==> src/rtl/pc_fetch_ctrl.sv <==
// ----------------------------------------------------------------------------
// pc_fetch_ctrl
// Fetch-stage controller for the pipelined RISC-V core.
// Owns the fetch PC and the fetch/decode pipeline register, runs the
// req/ready handshake to instruction memory, and sequences the PC through
// reset, sequential fetch, hazard stalls, branch/jump redirects and traps.
//
// Timing notes:
//  - Every output is driven straight from a flop.
//  - o_imem_addr is always the current fetch PC with bits [1:0] forced low.
//    Because a redirect/trap that arrives while IMEM is busy is parked in
//    r_pend_pc (and the machine moves to DRAIN), the fetch PC, and therefore
//    the address, stays stable until IMEM accepts it.
//  - o_misalign_err is a single-cycle pulse, registered: it is visible in
//    the cycle after the misaligned redirect was presented.
// ----------------------------------------------------------------------------
module pc_fetch_ctrl #(
    parameter logic [31:0] RESET_VECTOR = 32'h0000_0000,
    parameter logic [31:0] TRAP_VECTOR  = 32'h0000_0100,
    parameter logic [31:0] NOP_INSTR    = 32'h0000_0013
) (
    input  logic        clk,
    input  logic        reset,
    input  logic        i_stall_f,
    input  logic        i_redirect_valid,
    input  logic [31:0] i_redirect_pc,
    input  logic        i_trap_valid,
    output logic        o_imem_req,
    output logic [31:0] o_imem_addr,
    input  logic        i_imem_ready,
    input  logic [31:0] i_imem_rdata,
    output logic [31:0] o_pc_f,
    output logic        o_instr_valid_d,
    output logic [31:0] o_instr_d,
    output logic [31:0] o_pc_d,
    output logic [31:0] o_pcplus4_d,
    output logic        o_misalign_err
);

    // ------------------------------------------------------------------------
    // State encoding
    // ------------------------------------------------------------------------
    typedef enum logic [1:0] {
        ST_BOOT  = 2'd0,  // one dead cycle after reset, no request
        ST_FETCH = 2'd1,  // normal fetching at r_pc_f
        ST_DRAIN = 2'd2   // waiting out an in-flight fetch before jumping
    } state_t;

    // ------------------------------------------------------------------------
    // Helpers
    // ------------------------------------------------------------------------

    // A redirect target is usable only when it is word aligned.
    function automatic logic is_misaligned(input logic [31:0] addr);
        return (addr[1:0] != 2'b00);
    endfunction

    // Select the control-flow target: trap beats redirect, and a misaligned
    // redirect is turned into a trap entry.
    function automatic logic [31:0] pick_target(
        input logic        trap,
        input logic [31:0] redir_pc
    );
        logic [31:0] tgt;
        if (trap) begin
            tgt = TRAP_VECTOR;
        end else if (is_misaligned(redir_pc)) begin
            tgt = TRAP_VECTOR;
        end else begin
            tgt = redir_pc;
        end
        return tgt;
    endfunction

    // ------------------------------------------------------------------------
    // Registers
    // ------------------------------------------------------------------------
    state_t      r_state;
    logic [31:0] r_pc_f;
    logic [31:0] r_pend_pc;
    logic        r_imem_req;
    logic        r_instr_valid_d;
    logic [31:0] r_instr_d;
    logic [31:0] r_pc_d;
    logic [31:0] r_pcplus4_d;
    logic        r_misalign_err;

    // ------------------------------------------------------------------------
    // Combinational decode of the control-flow inputs
    // ------------------------------------------------------------------------
    logic        w_event;          // trap or redirect requested this cycle
    logic        w_misalign_hit;   // winning event is a misaligned redirect
    logic [31:0] w_target;         // PC to jump to if w_event
    logic [31:0] w_pc_next_seq;    // sequential successor of the fetch PC

    // Classify this cycle's trap/redirect request and compute its target.
    always_comb begin
        w_event        = 1'b0;
        w_misalign_hit = 1'b0;
        w_target       = TRAP_VECTOR;
        w_pc_next_seq  = r_pc_f + 32'd4;
        if (i_trap_valid || i_redirect_valid) begin
            w_event  = 1'b1;
            w_target = pick_target(i_trap_valid, i_redirect_pc);
            if (!i_trap_valid && is_misaligned(i_redirect_pc)) begin
                w_misalign_hit = 1'b1;
            end else begin
                w_misalign_hit = 1'b0;
            end
        end else begin
            w_event        = 1'b0;
            w_misalign_hit = 1'b0;
        end
    end

    // ------------------------------------------------------------------------
    // Fetch sequencer: PC, pending target, IMEM request and decode register
    // ------------------------------------------------------------------------

    // Single FSM advancing the fetch PC and filling the decode register.
    always_ff @(posedge clk) begin
        if (reset) begin
            r_state         <= ST_BOOT;
            r_pc_f          <= RESET_VECTOR;
            r_pend_pc       <= 32'h0000_0000;
            r_imem_req      <= 1'b0;
            r_instr_valid_d <= 1'b0;
            r_instr_d       <= NOP_INSTR;
            r_pc_d          <= 32'h0000_0000;
            r_pcplus4_d     <= 32'h0000_0004;
            r_misalign_err  <= 1'b0;
        end else begin
            case (r_state)
                ST_BOOT: begin
                    // Control-flow and stall inputs are ignored while booting.
                    r_state        <= ST_FETCH;
                    r_imem_req     <= 1'b1;
                    r_misalign_err <= 1'b0;
                end

                ST_FETCH: begin
                    r_imem_req     <= 1'b1;
                    r_misalign_err <= w_misalign_hit;
                    if (w_event) begin
                        // Anything already fetched is on the wrong path.
                        r_instr_valid_d <= 1'b0;
                        r_instr_d       <= NOP_INSTR;
                        if (i_imem_ready) begin
                            r_pc_f <= w_target;
                        end else begin
                            // IMEM still owns the current address: finish
                            // that beat first, then jump.
                            r_pend_pc <= w_target;
                            r_state   <= ST_DRAIN;
                        end
                    end else if (i_stall_f) begin
                        // Hold PC and decode register; the same address is
                        // re-presented next cycle.
                        r_pc_f <= r_pc_f;
                    end else if (i_imem_ready) begin
                        r_instr_valid_d <= 1'b1;
                        r_instr_d       <= i_imem_rdata;
                        r_pc_d          <= r_pc_f;
                        r_pcplus4_d     <= w_pc_next_seq;
                        r_pc_f          <= w_pc_next_seq;
                    end else begin
                        // IMEM wait state: push a bubble into decode.
                        r_instr_valid_d <= 1'b0;
                        r_instr_d       <= NOP_INSTR;
                    end
                end

                ST_DRAIN: begin
                    r_imem_req      <= 1'b1;
                    r_misalign_err  <= w_misalign_hit;
                    r_instr_valid_d <= 1'b0;
                    r_instr_d       <= NOP_INSTR;
                    if (i_imem_ready) begin
                        // Returned data belongs to the abandoned path.
                        if (w_event) begin
                            r_pc_f <= w_target;
                        end else begin
                            r_pc_f <= r_pend_pc;
                        end
                        r_state <= ST_FETCH;
                    end else if (w_event) begin
                        // Latest request wins.
                        r_pend_pc <= w_target;
                    end else begin
                        r_pend_pc <= r_pend_pc;
                    end
                end

                default: begin
                    r_state         <= ST_BOOT;
                    r_imem_req      <= 1'b0;
                    r_instr_valid_d <= 1'b0;
                    r_instr_d       <= NOP_INSTR;
                    r_misalign_err  <= 1'b0;
                end
            endcase
        end
    end

    // ------------------------------------------------------------------------
    // Output mapping (all outputs come directly from flops)
    // ------------------------------------------------------------------------
    assign o_imem_req      = r_imem_req;
    assign o_imem_addr     = {r_pc_f[31:2], 2'b00};
    assign o_pc_f          = r_pc_f;
    assign o_instr_valid_d = r_instr_valid_d;
    assign o_instr_d       = r_instr_d;
    assign o_pc_d          = r_pc_d;
    assign o_pcplus4_d     = r_pcplus4_d;
    assign o_misalign_err  = r_misalign_err;

endmodule

==> config.mk <==
export PLATFORM = sky130hd
export DESIGN_NAME = pc_fetch_ctrl
export DESIGN_NICKNAME = d
export VERILOG_FILES = /design/src/rtl/pc_fetch_ctrl.sv
export SDC_FILE = /design/constraint.sdc
export NUM_CORES = 1
export LEC_CHECK = 0
export CAP_MARGIN = 0
export CORE_UTILIZATION = 42
export DETAILED_ROUTE_END_ITERATION = 7
export MAX_ROUTING_LAYER = met4
export PLACE_DENSITY = 0.77
export SLEW_MARGIN = 20
export SYNTH_ARGS = -nofsm -noshare
export SYNTH_HDL_FRONTEND = slang
export SYNTH_SLANG_ARGS = --single-unit
export TNS_END_PERCENT = 100
==> constraint.sdc <==
create_clock -name clk -period 1.95 [get_ports clk]
set_input_delay 0.2925 -clock clk [delete_from_list [all_inputs] [get_ports clk]]
set_output_delay 0.2925 -clock clk [all_outputs]
set_load 0.03 [all_outputs]
==> run summary <==
Vias in the first global route = 6979
Slew headroom = 58.4%
Worst-path maximum fanout = 15
Met3 WL = 1.94 mm
EDFF count, synth = 0
Largest net degree at the start of global routing = 67
Clk network pwr share = 40.8%
Total number of vias = 7549
Initial antenna violation count = 2
Max_cap viols = 0
Die Width = 135 um
Vias/cell = 5.61
Buffers on Ports = 230
Combinational fraction of design power = 14.5%
DIE HEIGHT = 135 um
Mapped Avg Cell Area = 8.45 sq um
Prevailing post-synth register cell = dfxtp_1
Setup TNS = -8.06 ps
Slew Viols, Final = 0
FF+latch count, synth = 163
Clock Tree Buf Depth = 2
Overall Global Routing Usage = 26.4%
Seq pwr share = 44.7%
First-iteration detailed-routing DRC count = 657
CTS Root Cell = clkbuf_16
Hold Path Class = in2reg
Commonest non-fill, non-tap cell in the layout = clkdlybuf4s50_1
Yosys warning total = 0
Die area = 18200 sq um
DP HPWL = 16.6 mm
Area growth syn-to-layout = 48.0%
Synthesized area = 7420 sq um
Final setup viols = 1
WS Path Type = reg2reg
Tcrit/Tclk final = 100%
Clk slew on worst S/H paths = 70 ps
Core footprint = 17300 sq um
Total Routed Length = 23.4 mm
Initial core utilization = 42.9%
Clk Latency, worst-skew pair = 440 ps
Post-synth ARST share = 0%
CP required = 2300 ps
CTS H-tree lvls = 4
Sink Count = 163
Wire length on met1 = 10.1 mm
Tot Pwr = 7.68 mW
Top layer in use = met4
Final Skew = 9.25 ps
Average wire per standard cell = 17.4 um
Worst Tran Pin Value = 623 ps
Switching pwr = 2.10 mW
P per Cell Area = 699 nW/um^2
Number of I/O pins = 233
Peak Freq = 511 MHz
GR Overflow Total = 0
Failing checks = negative setup slack
Sequential share of the synthesized area = 44.0%
Met2 wire length = 10.9 mm
Antenna Nets Post-Route = 0
Static Leak = 4.34 nW
Number of buffers created by CTS = 17
CTS tree = built
FF-to-FF setup slack = -8 ps
Int Pwr = 5.59 mW
Worst setup margin = -8.06 ps
# rows = 48
Synth Instances = 878
Critical path startpoint category = flip-flop
TritonRoute pass-1 iters = 6
Element type at the critical path end = flip-flop
Netlist cell types = 69
Sw frac = 27.3%
Peak supply drop = 693 uV
Nets = 1180
Final GP Congestion = 0.921
Hold Vio Cnt, Final = 0
Post-layout util = 63.5%
Data arrival time of the worst path = 2310 ps
Layout cells sized above 1 = 15.7%
First-pass GRT wire length = 36.5 mm
Most frequent cells in the layout = 191 x clkdlybuf4s50_1, 154 x dfxtp_1, 93 x nand2_1, 90 x nor2_1, 88 x buf_4
Status = complete, but fails checks
Minimum clock period = 1960 ps
Drt drc = 0
[cells by family (layout without fill, tap and decap cells)]
family / count (synthesis) / after routing / synth area share [%]
xor+xnor: 27 / 27 / 3.19
compound gates: 263 / 263 / 23.9
other cells: 1 / 4 / 0.0505
fa+ha+maj: 5 / 5 / 0.843
simple gates: 286 / 286 / 18.4
buf+inv: 128 / 367 / 9.00
flops: 163 / 163 / 44.0
mux: 5 / 5 / 0.691
[path summary, 6_finish.rpt]
path,startpoint,endpoint,depth (start not counted)
max,r_state[0],o_pc_f[17],9
min,reset,r_pend_pc[20],3
max reg2reg,r_state[0],o_pc_f[17],9
min reg2reg,o_pc_d[11],o_pc_d[11],2
[cells in the mapped netlist (all sizes together) (2+ instances only)]
library cell	number	area, sq um
a31oi	8	50.1
nand3	22	128
xnor2	18	158
a31o	2	17.5
a21oi	70	350
a22oi	50	375
buf	70	449
o2111ai	2	17.5
o311ai	3	33.8
a221o	3	30.0
a32oi	19	166
nand2	94	353
and3	15	93.8
inv	6	22.5
nor2b	2	12.5
clkbuf	52	196
dfxtp	163	3260
nor4b	3	32.5
mux2i	4	40.0
and2	2	15.0
a32o	5	50.1
nor2	92	348
ha	5	62.6
o22ai	3	18.8
and4	6	55.1
nor3	21	115
xor2	9	78.8
o31ai	8	60.1
a221oi	3	26.3
a211oi	22	165
nor4	7	50.1
a22o	7	61.3
nand4	8	56.3
o21ai	41	205
a21o	5	37.5
o41ai	4	35.0
nand2b	8	50.1
[through the flow]
step / std cells / setup WS (ps) / hold slack, ps / area, sq um
after global routing: 1345 / -64.2 / 367 / 11000
after floorplan: 879 / -12.6 / 403 / 7440
after detailed placement: 1310 / -257 / 446 / 10300
after CTS: 1342 / 0.760 / 348 / 10800
after global placement: 1310 / -217 / 441 / 10300
final: 1345 / -8.06 / 360 / 11000
[critical path, cell delays in order, from the launching register on]
cell and delay [ps]:
dfxtp_2 340, inv_1 90, ha_4 190, or3_4 390
buf_4 170, buf_12 150, buf_4 140, nor4_2 240
o21ai_1 100, o31ai_1 70
[flip-flops by register name, summed over array words and instances (netlist names), 2 cells and up]
register and cells:
o_instr_d 32, o_pc_d 32, o_pcplus4_d 30, r_pend_pc 32
r_state 2, o_pc_f 32
[final cells by class]
type                       instances  area, sq um
antenna                            2         5.00
clock buffer                      20          447
timing repair buffer             329         3220
fill                            1455         6310
tap                              225          282
multi-input combinational        588         3630
inverter                           6         22.5
clock inverter                    12         98.8
sequential                       163         3270
[power groups by stage]
stage / Clock (mW) / Sequential [mW] / Combinational (mW)
2_1_floorplan: 0 / 3.57 / 0.479
3_3_place_gp: 0 / 3.51 / 1.09
3_5_place_dp: 0 / 3.51 / 1.10
4_1_cts: 3.19 / 3.43 / 1.10
5_1_grt: 3.32 / 3.44 / 1.19
6_report: 3.13 / 3.44 / 1.11
[per-layer routing]
layer | vias to the layer above | track usage [%]
met2 | 361 | 41.4
met5 | - | -
met4 | 0 | 8.43
li1 | 3580 | -
met1 | 3562 | 33.2
met3 | 46 | 6.91
[timing repair]
item	in CTS	in global routing
endpoints found under the hold margin	0	0
buffers inserted	0	1
pin swaps	0	4
hold buffers	0	0
endpoints found under the setup margin	28	59
resized for setup	23	38
Note: power is estimated with default switching activity, not from simulation.
